<file path="src/rtl/enemy_unit.sv">
`default_nettype none
// ============================================================================
//  Module      : enemy_unit
//  Description : Single enemy actor. It is spawned with a type, spends one
//                cycle loading its type stats, then advances towards the
//                frontmost player unit and attacks with a cooldown. It dies
//                when damage reaches its health, and stays dead for a fixed
//                number of move ticks before it can be spawned again.
//  Ports       : clk         - system clock, all logic on the rising edge
//                reset       - synchronous, active-low reset
//                spawn       - one-cycle spawn request (honoured in IDLE only)
//                spawnType   - requested enemy type (2'b00 = no enemy)
//                moveSCEN    - move / attack / death-count tick
//                damageSCEN  - damage strobe, qualifies damageIn
//                damageIn    - incoming damage amount
//                unitFront   - position of the frontmost player unit
//                position    - current enemy position
//                damageOut   - attack damage, valid with attackValid
//                attackValid - one-cycle attack strobe
//                enemyType   - active type, 2'b00 when no enemy is present
//                alive       - high while the enemy can move and fight
//                deathPulse  - one-cycle strobe on the first cycle dead
//                health      - current health
//  Revision    : 1.0 - initial release
// ============================================================================
module enemy_unit #(
    parameter int unsigned      POS_W       = 9,
    parameter int unsigned      HP_W        = 8,
    parameter logic [POS_W-1:0] MAX_POS     = 9'd400,
    parameter int unsigned      COOLDOWN    = 4,
    parameter int unsigned      DEATH_TICKS = 10
) (
    input  logic             clk,
    input  logic             reset,
    input  logic             spawn,
    input  logic [1:0]       spawnType,
    input  logic             moveSCEN,
    input  logic             damageSCEN,
    input  logic [HP_W-1:0]  damageIn,
    input  logic [POS_W-1:0] unitFront,
    output logic [POS_W-1:0] position,
    output logic [HP_W-1:0]  damageOut,
    output logic             attackValid,
    output logic [1:0]       enemyType,
    output logic             alive,
    output logic             deathPulse,
    output logic [HP_W-1:0]  health
);

    // The cooldown counter only ever holds 0..COOLDOWN-1 and the death
    // counter 0..DEATH_TICKS-1, so size them for those ranges.
    localparam int unsigned CD_W = (COOLDOWN > 1)    ? $clog2(COOLDOWN)    : 1;
    localparam int unsigned DT_W = (DEATH_TICKS > 1) ? $clog2(DEATH_TICKS) : 1;

    localparam logic [CD_W-1:0] C_CD_RELOAD = CD_W'(COOLDOWN - 1);
    localparam logic [DT_W-1:0] C_DT_LAST   = DT_W'(DEATH_TICKS - 1);

    typedef enum logic [1:0] {
        ST_IDLE   = 2'd0,
        ST_DEPLOY = 2'd1,
        ST_ALIVE  = 2'd2,
        ST_DEAD   = 2'd3
    } state_t;

    state_t           state_q,        state_d;
    logic [1:0]       type_q,         type_d;
    logic [HP_W-1:0]  health_q,       health_d;
    logic [HP_W-1:0]  power_q,        power_d;
    logic [POS_W-1:0] position_q,     position_d;
    logic [CD_W-1:0]  cooldown_q,     cooldown_d;
    logic [DT_W-1:0]  death_cnt_q,    death_cnt_d;
    logic             attack_valid_q, attack_valid_d;
    logic [HP_W-1:0]  damage_out_q,   damage_out_d;
    logic             death_pulse_q,  death_pulse_d;

    logic             w_lethal;

    // Damage equal to the remaining health is lethal; checking it up front
    // also guarantees the subtraction below can never wrap.
    assign w_lethal = damageSCEN && (damageIn >= health_q);

    always_comb begin
        state_d        = state_q;
        type_d         = type_q;
        health_d       = health_q;
        power_d        = power_q;
        position_d     = position_q;
        cooldown_d     = cooldown_q;
        death_cnt_d    = death_cnt_q;
        attack_valid_d = 1'b0;
        damage_out_d   = '0;
        death_pulse_d  = 1'b0;

        case (state_q)
            ST_IDLE: begin
                if (spawn && (spawnType != 2'b00)) begin
                    type_d  = spawnType;
                    state_d = ST_DEPLOY;
                end
            end

            ST_DEPLOY: begin
                case (type_q)
                    2'b01: begin
                        health_d = HP_W'(64);
                        power_d  = HP_W'(16);
                    end
                    2'b10: begin
                        health_d = HP_W'(128);
                        power_d  = HP_W'(32);
                    end
                    default: begin
                        health_d = HP_W'(255);
                        power_d  = HP_W'(64);
                    end
                endcase
                position_d = '0;
                cooldown_d = '0;
                state_d    = ST_ALIVE;
            end

            ST_ALIVE: begin
                if (w_lethal) begin
                    // Dying wins over any move or attack on the same tick.
                    health_d      = '0;
                    death_cnt_d   = '0;
                    death_pulse_d = 1'b1;
                    state_d       = ST_DEAD;
                end else begin
                    if (damageSCEN) begin
                        health_d = health_q - damageIn;
                    end
                    if (moveSCEN) begin
                        if (position_q < unitFront) begin
                            // Cooldown is left untouched while advancing.
                            if (position_q < MAX_POS) begin
                                position_d = position_q + POS_W'(1);
                            end
                        end else if (cooldown_q == '0) begin
                            attack_valid_d = 1'b1;
                            damage_out_d   = power_q;
                            cooldown_d     = C_CD_RELOAD;
                        end else begin
                            cooldown_d = cooldown_q - CD_W'(1);
                        end
                    end
                end
            end

            ST_DEAD: begin
                if (moveSCEN) begin
                    if (death_cnt_q == C_DT_LAST) begin
                        position_d  = '0;
                        death_cnt_d = '0;
                        state_d     = ST_IDLE;
                    end else begin
                        death_cnt_d = death_cnt_q + DT_W'(1);
                    end
                end
            end

            default: begin
                state_d = ST_IDLE;
            end
        endcase
    end

    always_ff @(posedge clk) begin
        if (!reset) begin
            state_q        <= ST_IDLE;
            type_q         <= 2'b00;
            health_q       <= '0;
            power_q        <= '0;
            position_q     <= '0;
            cooldown_q     <= '0;
            death_cnt_q    <= '0;
            attack_valid_q <= 1'b0;
            damage_out_q   <= '0;
            death_pulse_q  <= 1'b0;
        end else begin
            state_q        <= state_d;
            type_q         <= type_d;
            health_q       <= health_d;
            power_q        <= power_d;
            position_q     <= position_d;
            cooldown_q     <= cooldown_d;
            death_cnt_q    <= death_cnt_d;
            attack_valid_q <= attack_valid_d;
            damage_out_q   <= damage_out_d;
            death_pulse_q  <= death_pulse_d;
        end
    end

    assign position    = position_q;
    assign health      = health_q;
    assign damageOut   = damage_out_q;
    assign attackValid = attack_valid_q;
    assign deathPulse  = death_pulse_q;
    assign alive       = (state_q == ST_ALIVE);
    assign enemyType   = ((state_q == ST_DEPLOY) || (state_q == ST_ALIVE)) ? type_q : 2'b00;

endmodule
`default_nettype wire
</file>
<file path="config.mk">
export PLATFORM = sky130hd
export DESIGN_NAME = enemy_unit
export DESIGN_NICKNAME = d
export VERILOG_FILES = /design/src/rtl/enemy_unit.sv
export SDC_FILE = /design/constraint.sdc
export NUM_CORES = 1
export LEC_CHECK = 0
export BUFFER_PORTS_ARGS = -buffer_cell sky130_fd_sc_hd__buf_4
export CORE_ASPECT_RATIO = 1.75
export CORE_MARGIN = 8
export CORE_UTILIZATION = 54
export DETAILED_ROUTE_END_ITERATION = 12
export GPL_TIMING_DRIVEN = 0
export HOLD_SLACK_MARGIN = 0.02
export PLACE_DENSITY_LB_ADDON = 0.15
export SETUP_SLACK_MARGIN = 0.1
export SLEW_MARGIN = 20
export SYNTH_ARGS = -nofsm -noshare
export SYNTH_HDL_FRONTEND = slang
export SYNTH_SLANG_ARGS = --single-unit
</file>
<file path="constraint.sdc">
create_clock -name clk -period 2.6 [get_ports clk]
set_input_delay 0.13 -clock clk [delete_from_list [all_inputs] [get_ports clk]]
set_output_delay 0.13 -clock clk [all_outputs]
set_load 0.01 [all_outputs]
</file>
Yosys cells after proc, flatten, opt, wreduce, memory -nomap -nowiden
Cells that the tools add are included.
{ "word_totals": {"register_bits": 45, "latchBits": 0, "mem_bits_rw": 0, "mem_bits_ro": 0, "n_memories": 0} }
{ "classes": {"n_addsub": 4, "multipliers": 0, "n_div": 0, "magnitude_cmp": 3, "eq_ne": 16, "shift": 0, "n_mux": 29, "bitwise": 4, "reduce_logical": 18} }
{ "ops": {"columns": ["cell", "n"], "rows": [
  ["$mux 9", 6],
  ["$pmux 8 s2", 2],
  ["$pmux 9 s3", 1],
  ["$mux 2", 9],
  ["$mux 8", 2],
  ["$pmux 7 s2", 1],
  ["$mux 4", 3],
  ["$ne 2x2->1 const B", 6],
  ["$add 9x1->9 const B", 1],
  ["$lt 9x9->1", 1],
  ["$lt 9x9->1 const B", 1],
  ["$ge 8x8->1", 1],
  ["$pmux 2 s4", 1],
  ["$pmux 4 s2", 1],
  ["$reduce_and 4->1", 2],
  ["$sub 8x8->8", 1],
  ["$reduce_and 7->1", 1],
  ["$eq 2x2->1 const B", 3],
  ["$ne 2x1->1 const B", 3],
  ["$reduce_and 2->1", 3],
  ["$reduce_bool 2->1", 3],
  ["$reduce_or 6->1", 1],
  ["$reduce_or 5->1", 1],
  ["$add 4x1->4 const B", 1],
  ["12 further kinds", 19]
]} }

Longest topological paths before layout
Gate-level depths: netlist (run 1).
{ "depth": {"ltp_word": 6, "ltp_mapped": 11, "ltp_nobuf": 10} }

Least setup slack after synthesis (run 1)
Ideal clock, no wire load.
{ "synth_timing": {"path_type": "reg2reg", "from": "register health_q[0] (netlist: health[0])", "to": "register death_cnt_q[2]", "setup_time_ps": 70, "arrival_ps": 2293, "slack_ps": 237, "stages_incl_launch_ff": 12, "n_path_buf": 1, "synth_period_minus_slack_ps": 2363, "path_cell_list": "dfxtp_1 -> inv_1 -> ha_1 -> inv_1 -> fa_1 -> nand3_1 -> a21oi_1 -> o21ba_1 -> buf_6 -> a211o_4 -> or4_1 -> a21oi_1"} }
{ "synth_between": {"elab_chain_cells": 4} }
{ "synth_rtl": {"columns": ["element", "line", "source"], "rows": [
  ["start: declaration", "67", "logic [HP_W-1:0] health_q, health_d;"],
  ["start signal: assignment", "183", "health_q <= health_d;"],
  ["$ge 8x8->1", "80", "assign w_lethal = damageSCEN && (damageIn >= health_q);"],
  ["$logic_and 1x1->1", "80", null],
  ["$ne 2x1->1 (no source line)", null, null],
  ["$reduce_and 3->1 (no source line)", null, null],
  ["end signal: assignment", "187", "death_cnt_q <= death_cnt_d;"],
  ["end: declaration", "71", "logic [DT_W-1:0] death_cnt_q, death_cnt_d;"]
]} }
No other way between the ends.
A chain may end at the register's enable or synchronous reset.

Worst setup path after layout (run 1)
Same ends and word-level chain as after synthesis.

==> flow_summary.yaml, run 1 <==
power:
  p_per_area_nw_per_um2: 816.7
  p_leak_uw: 0.001367
  peakVddDrop_uv: 471.9
detailed_routing:
  drt-pass1-iter-count: 4
  via_count: 2230
  wl_per_cell_um: 14.43
  via_per_inst: 5.617
  drt_iter0_drc: 77
  ant_nets: 0
  wl_um: 5728
  drc: 0
setup_path:
  crit_path_cell_trace: "inv_2, ha_4, inv_2, fa_2, nand3_2, a21oi_2, o21ba_1, buf_6, a211o_4, or4_4, a21oi_2"
  r2r_slack_ns: 0.18
  crit_start: "health[0]$_SDFFE_PN0P_"
  cp_top_family: "compound AO/OA/AOI/OAI gates"
  worstPathRequired_ns: 2.82
  worst-r2r-cell-count: 11
  crit_path_max_fanout: 8
  crit_type: "register to register"
  end_kind: "register"
  reg2reg_from: "health[0]$_SDFFE_PN0P_"
  cp_slowest_stage_delay_ns: 0.42
  start_kind: "register"
  worst-path-buf-inv: 3
  crit_slowest_cell: "or4_4"
  cp.arrival_ns: 2.64
  reg2reg_to: "death_cnt_q[2]$_SDFFE_PN0P_"
clocking:
  cts.sinks: 35
  clk_latency_ns: 0.29
  cts_max_level: 2
  cts_root_buf: "clkbuf_8"
  cts_tree: "yes"
  hold_buffers: 0
  cts-buffers-inserted: 5
  clk_pin_slew_ns: 0.07
  clock_path_buffers: 2
synthesis:
  ys.flop_type: "dfxtp_1"
  syn_area_um2: 2313
  seq_area_frac_synth: 0.3029
  synth_seq_cells: 35
  async_reset_ff_frac: 0
  synth_edf_count: 0
  synth_area_per_cell_um2: 8.117
  yosysTopAreaCell: "dfxtp_1"
  synth_top_cell_area_share: 0.3029
  synthCells: 285
  ys_warn_count: 0
  synth_area_leaders: "dfxtp_1 (30%), ha_1 (16%), o21ai_0 (5.6%)"
  ys_types: 51
run:
  max-cap-violations: 0
global_route:
  grt-busiest-layer: "met2"
  grt_pass1_wl_um: 9597
  met3_usage: 0.03917
  overflow: 0
  grtUsageMet1: 0.1517
  met2_usage: 0.3580
  grtUsageTotal: 0.1757
  antenna_found_initial: 0
  grt_pass1_vias: 2287
  grt_max_degree: 11
run_status:
  status: "completed"
finish:
  nets: 401
  fillers: 371
  drive_gt1_frac: 0.2270
  area_delta_synth_final_pct: 26.07
  diodes: 0
  utilization: 0.7094
  layout_common_cells: "buf_4 (56), dfxtp_1 (34), ha_1 (28)"
  final_common_cell: "buf_4"
die:
  ios: 54
  coreArea_um2: 4111
  fp.dieW_um: 65.48
  dieHeight_um: 102.6
  start_util: 0.5627
  num_rows: 31
  die-area_um2: 6717
sta:
  finalHoldViolCount: 0
  setup_tns_ns: 0
  rsz0062_at_grt: "yes"
  drv_slew: 0
  max_freq_mhz: 412.9
  worst_clock_skew_ns: 0.01099
  maxSlewHeadroom: 0.6250
  fin_crit_sh: 0.9315
  tightest_slew_ns: 0.5599
  finalCriticalPeriod_ns: 2.422
  setup_violations: 0
worst_hold_path:
  worst_hold_path.endpoint: "type_q[0]$_SDFFE_PN0P_"
  min_path_cells: 3
  hold_class: "primary input to register"
  hold_path_startpoint: "spawnType[0]"
placement:
  globalplace.congestion: 0.8020
  hpwl_um: 4532
  portBuffers: 47
layout make-up:
| cell class | count | area (um^2) | share of cell area |
|---|---|---|---|
| clock buffer | 8 | 100.1 | 0.03432 |
| timing repair buffer | 51 | 382.9 | 0.1313 |
| sequential | 35 | 701.9 | 0.2407 |
| inverter | 29 | 108.9 | 0.03732 |
| buffer | 10 | 71.32 | 0.02445 |
| tap | 49 | 61.31 | 0.02102 |
| multi-input combinational | 215 | 1490 | 0.5109 |
per-stage QoR:
step                      setup WS [ns]  hold WS [ns]  cell area, um^2  std cells  power [uW]
after floorplan                  0.2371        0.2982             2328        289        1519
after global placement           0.1342        0.4399             2743        385        1851
after detailed placement        0.09801        0.4481             2743        385        1878
after CTS                        0.1154        0.1448             2848        393        2317
after global routing            0.09075        0.1684             2917        397        2572
final                            0.1782        0.1388             2917        397        2382
worst min-delay path: cells and delay by family:
family | cells | cell delay (ns)
buffers and inverters | 1 | 0.11
and+or+nand+nor | 1 | 0.08
AOI/OAI and AO/OA | 1 | 0.06
routing by layer:
metal / up-vias / share of wire
met5: - / 0
met4: 0 / 0.014
met3: 6 / 0.050
met2: 55 / 0.57
met1: 1042 / 0.37
li1: 1127 / -
worst max path at each step:
stage | end | cells past startpoint
after CTS | death_cnt_q[2]$_SDFFE_PN0P_ | 11
final | death_cnt_q[2]$_SDFFE_PN0P_ | 11
after detailed placement | death_cnt_q[2]$_SDFFE_PN0P_ | 11
after floorplan | death_cnt_q[2]$_SDFFE_PN0P_ | 11
after global routing | death_cnt_q[2]$_SDFFE_PN0P_ | 11
after global placement | death_cnt_q[2]$_SDFFE_PN0P_ | 11
repair_timing:
| action | 4_1_cts | 5_1_grt |
|---|---|---|
| gates resized for setup | 1 | 11 |
| setup endpoints to repair | 1 | 10 |
| pin swaps | 0 | 5 |
| buffers inserted | 0 | 4 |
power breakdown:
group / switching (uW) / internal, uW
Clock: 188 / 242
Sequential: 83.8 / 635
Combinational: 691 / 543
flip-flops by register name, indices dropped and copies added, names as in the netlist:
name         cells
attackValid      1
cooldown_q       2
damageOut        3
deathPulse       1
death_cnt_q      4
health           8
position         9
power_q          3
state_q          2
type_q           2
synth_stat cells, types with 2 or more instances:
cell / instances
dfxtp_1: 35
ha_1: 29
inv_1: 29
o21ai_0: 26
nand2_1: 24
nor2_1: 20
a21oi_1: 19
nand3_1: 11
and2_1: 6
nand2b_1: 6
and3_1: 5
buf_4: 5
nand4_1: 5
or3_1: 5
a211oi_1: 4
mux2i_1: 4
o31ai_1: 4
a31oi_1: 3
clkbuf_1: 3
nand4b_1: 3
o21a_1: 3
a21boi_0: 2
buf_6: 2
nor2b_1: 2
nor3_1: 2
nor4_1: 2
o41ai_1: 2
cell families after synthesis:
logic type,count (synthesis),share of synthesized area
flops,35,0.3029
simple gates,96,0.2115
fa+ha+maj,30,0.1655
buf+inv,39,0.07788
xor+xnor,2,0.007573
compound gates,78,0.2158
other cells,1,0.001621
mux,4,0.01731
(Power assumes the default switching activity.)
==> run 2, diff against run 1 <==
- GPL_TIMING_DRIVEN: 0 -> default
==> flow_summary.yaml, run 2 (same netlist as run 1, synthesis figures left out) <==
placement:
  globalplace.congestion: 0.8063
  post_dp_cell_area_um2: 2709
  dp_cells: 380
  hpwl_um: 4518
  portBuffers: 48
die:
  dieHeight_um: 102.6
  coreArea_um2: 4111
  ios: 54
  fp.dieW_um: 65.48
  die-area_um2: 6717
  num_rows: 31
  start_util: 0.5627
detailed_routing:
  drt_iter0_drc: 120
  via_count: 2235
  ant_nets: 0
  drt-pass1-iter-count: 4
  via_per_inst: 5.760
  drc: 0
  wl_um: 5701
  wl_per_cell_um: 14.69
finish:
  final_common_cell: "buf_4"
  area_delta_synth_final_pct: 21.20
  diodes: 0
  drive_gt1_frac: 0.1917
  fin_cells: 388
  layout_common_cells: "buf_4 (52), dfxtp_1 (35), inv_1 (29), ha_1 (29), o21ai_0 (26)"
  utilization: 0.6820
  finalInstanceArea_um2: 2804
  nets: 392
  largest_reg_flops: 9
worst_hold_path:
  hold_path_startpoint: "spawnType[0]"
  hold_class: "primary input to register"
  min_path_cells: 3
  worst_hold_path.endpoint: "type_q[0]$_SDFFE_PN0P_"
setup_path:
  reg2reg_to: "death_cnt_q[2]$_SDFFE_PN0P_"
  crit_type: "register to register"
  end_kind: "register"
  r2r_slack_ns: 0.25
  cp.arrival_ns: 2.57
  start_kind: "register"
  reg2reg_from: "health[0]$_SDFFE_PN0P_"
  worst-r2r-cell-count: 10
  crit_path_max_fanout: 7
  worstPathRequired_ns: 2.81
power:
  power_frac_comb: 0.514
  peakVddDrop_uv: 445.6
  intPower_uw: 1313
  p_leak_uw: 0.001325
  power_uw: 2255
  pwr-share-seq: 0.317
  p_per_area_nw_per_um2: 804.3
  swShare: 0.4179
  power.switching_uw: 942.5
  pwr-share-clk: 0.169
sta:
  maxSlewHeadroom: 0.6377
  finalCriticalPeriod_ns: 2.351
  tightest_slew_ns: 0.5409
  rsz0062_at_grt: "yes"
  fin_crit_sh: 0.9044
  max_freq_mhz: 425.3
  setup_violations: 0
  drv_slew: 0
  finalHoldViolCount: 0
  worst_clock_skew_ns: 0.002581
  setup_tns_ns: 0
clocking:
  post_cts_buffers: 0
  clk_latency_ns: 0.28
  cts_tree: "yes"
  cts-buffers-inserted: 5
  cts_root_buf: "clkbuf_8"
  clk_pin_slew_ns: 0.07
  cts_max_level: 2
  cts.sinks: 35
  clock_path_buffers: 2
global_route:
  grtUsageTotal: 0.1748
  overflow: 0
  antenna_found_initial: 0
  grt_max_degree: 18
  grt_pass1_wl_um: 9701
  grt_pass1_vias: 2267
run:
  max-cap-violations: 0
run_status:
  status: "completed"
[run 2: changes by cell type in the layout (fill, tap and decap cells not counted), sizes merged]
cell | before | now
buf | 58 | 52
clkbuf | 11 | 5
clkinv | 0 | 3
[run 2: how the worst max path moves through the flow]
stage | startpoint | endpoint | slack, ns
3_5_place_dp | health[0]$_SDFFE_PN0P_ | death_cnt_q[2]$_SDFFE_PN0P_ | 0.23
5_1_grt | health[0]$_SDFFE_PN0P_ | death_cnt_q[2]$_SDFFE_PN0P_ | 0.07
2_1_floorplan | health[0]$_SDFFE_PN0P_ | death_cnt_q[2]$_SDFFE_PN0P_ | 0.24
3_3_place_gp | health[0]$_SDFFE_PN0P_ | death_cnt_q[2]$_SDFFE_PN0P_ | 0.31
4_1_cts | health[0]$_SDFFE_PN0P_ | death_cnt_q[2]$_SDFFE_PN0P_ | 0.23
6_report | health[0]$_SDFFE_PN0P_ | death_cnt_q[2]$_SDFFE_PN0P_ | 0.25
[run 2: cell type report]
type / count / area, um^2
clock inverter: 3 / 15.01
sequential: 35 / 700.7
multi-input combinational: 215 / 1459
tap: 49 / 61.31
fill: 380 / 1308
clock buffer: 5 / 68.82
timing repair buffer: 52 / 390.4
inverter: 29 / 108.9
[run 2: metal layers]
layer,up-vias,track usage,part of all wire
met1,1046,0.1619,0.37
li1,1113,-,-
met3,10,0.04679,0.059
met5,-,0,0
met4,0,0.06588,0.019
met2,66,0.3450,0.55
[run 2: worst max-delay path, stage by stage, from the launching register on]
cell	delay, ns
dfxtp_1	0.33
inv_1	0.05
ha_1	0.15
inv_1	0.05
fa_1	0.41
nand3_2	0.11
a21oi_1	0.07
o21ba_1	0.20
a211o_4	0.37
or4_1	0.41
a21oi_1	0.13
[run 2: power by group through the flow]
stage	combinational [uW]	sequential [uW]	clock, uW
floorplan	779	740	0
global placement	1130	723	0
detailed placement	1140	727	0
CTS	1150	716	392
global route	1310	728	413
finish	1160	714	381
[run 2: per-stage QoR]
stage | setup WS (ns) | hold slack, ns
global route | 0.06828 | 0.1629
floorplan | 0.2371 | 0.2982
finish | 0.2486 | 0.1431
detailed placement | 0.2303 | 0.4422
CTS | 0.2264 | 0.1373
global placement | 0.3136 | 0.4339
[run 2: what timing repair did]
item | CTS | global route
gates resized for setup | 0 | 2
hold buffers | 0 | 0
endpoints found under the setup margin | 0 | 6
==> run 3, diff against run 2 <==
- CORE_UTILIZATION: 54 -> 56
- CTS_BUF_LIST: default -> sky130_fd_sc_hd__clkbuf_8
- clock period: 2.6 -> 2.7 ns (I/O delays scaled with it)
==> flow_summary.yaml, run 3 (same netlist as run 1, synthesis figures left out) <==
power:
  p_per_area_nw_per_um2: 788.8
  p_leak_uw: 0.001322
  peakVddDrop_uv: 518.4
  power_uw: 2209
finish:
  drive_gt1_frac: 0.1810
  diodes: 0
  layout_common_cells: "buf_4 (50), dfxtp_1 (35), inv_1 (30)"
  area_delta_synth_final_pct: 21.04
  final_common_cell: "buf_4"
  nets: 390
  fillers: 360
  largest_reg_flops: 9
setup_path:
  start_kind: "register"
  worstPathRequired_ns: 2.91
  end_kind: "register"
  crit_type: "register to register"
  cp.arrival_ns: 2.64
  crit_path_max_fanout: 10
die:
  dieHeight_um: 101.0
  fp.dieW_um: 64.59
  die-area_um2: 6525
  num_rows: 31
  start_util: 0.5680
  coreArea_um2: 4073
  ios: 54
detailed_routing:
  drc: 0
  dr_wl_met3_um: 329
  wl_per_cell_um: 14.96
  via_count: 2231
  top_layer: "met4"
  ant_nets: 0
  met1Wirelength_um: 2149
  drt_iter0_drc: 47
  via_per_inst: 5.780
  wl_met2_um: 3125
  wl_um: 5776
  drt-pass1-iter-count: 4
clocking:
  hold_buffers: 0
  clk_latency_ns: 0.28
  cts-buffers-inserted: 5
  cts.sinks: 35
  clock_path_buffers: 2
  clk_pin_slew_ns: 0.07
  cts_tree: "yes"
  cts_max_level: 2
  cts_root_buf: "clkbuf_8"
placement:
  portBuffers: 48
  globalplace.congestion: 0.8514
  hpwl_um: 4656
sta:
  maxSlewHeadroom: 0.5957
  setup_tns_ns: 0
  finalHoldViolCount: 0
  tightest_slew_ns: 0.6024
  rsz0062_at_grt: "no"
  fin_crit_sh: 0.8974
  finalCriticalPeriod_ns: 2.423
  worst_clock_skew_ns: 0.001890
  setup_violations: 0
  drv_slew: 0
  max_freq_mhz: 412.7
global_route:
  grt_pass1_vias: 2263
  grt_max_degree: 18
  overflow: 0
  grtUsageTotal: 0.1822
  antenna_found_initial: 0
  grt_pass1_wl_um: 9804
run:
  max-cap-violations: 0
run_status:
  status: "completed"
worst_hold_path:
  hold_class: "primary input to register"
## run 3: final cells by class
cell class,instances,area (um^2),share of cell area
clock buffers,7,96.34,0.03441
clock inverters,1,3.754,0.001340
inverters,29,108.9,0.03887
multi-input cells,215,1454,0.5192
flip-flops and latches,35,700.7,0.2502
well taps,49,61.31,0.02189
repair buffers,50,375.4,0.1340
## run 3: metrics by stage
step	instance area, um^2	cells	util	worst slack, ns	hold slack (ns)
CTS	2794	386	0.6860	0.2131	0.1682
finish	2800	386	0.6876	0.2770	0.1810
global placement	2694	378	0.6614	0.2976	0.4459
global route	2800	386	0.6876	0.1176	0.1742
floorplan	2328	289	-	0.3371	0.3032
detailed placement	2694	378	0.6614	0.2161	0.4432
## run 3: routing by layer
metal	vias up	GRT usage
li1	1104	-
met1	1048	0.1639
met2	61	0.3500
met3	18	0.05457
met4	0	0.08953
met5	-	0
## run 3: final timing paths
path,startpoint,cells after the start,endpoint,slack (ns)
setup / recovery,health[0]$_SDFFE_PN0P_,10,death_cnt_q[2]$_SDFFE_PN0P_,0.28
setup reg to reg,health[0]$_SDFFE_PN0P_,10,death_cnt_q[2]$_SDFFE_PN0P_,0.28
hold / removal,spawnType[0],3,type_q[0]$_SDFFE_PN0P_,0.18
hold reg to reg,power_q[5]$_SDFFE_PN0P_,1,damageOut[5]$_SDFF_PP0_,0.46
## run 3: worst max-delay path: stages, from the launching register on
cell and delay, ns:
dfxtp_1 0.32, inv_1 0.06, ha_1 0.16, inv_1 0.05, fa_1 0.39, nand3_1 0.15, a21oi_1 0.09, o21ba_4 0.24
a211o_4 0.37, or4_1 0.40, a21oi_1 0.13
## run 3: where the power goes
| group | internal, uW | switching, uW | total (uW) |
|---|---|---|---|
| clock network | 229 | 182 | 411 |
| logic | 471 | 641 | 1110 |
| registers | 610 | 76.5 | 686 |
## run 3: timing repair
action                                  CTS  global route
endpoints found under the setup margin    0             1
gates resized for setup                   0             2
setup buffers                             0             0
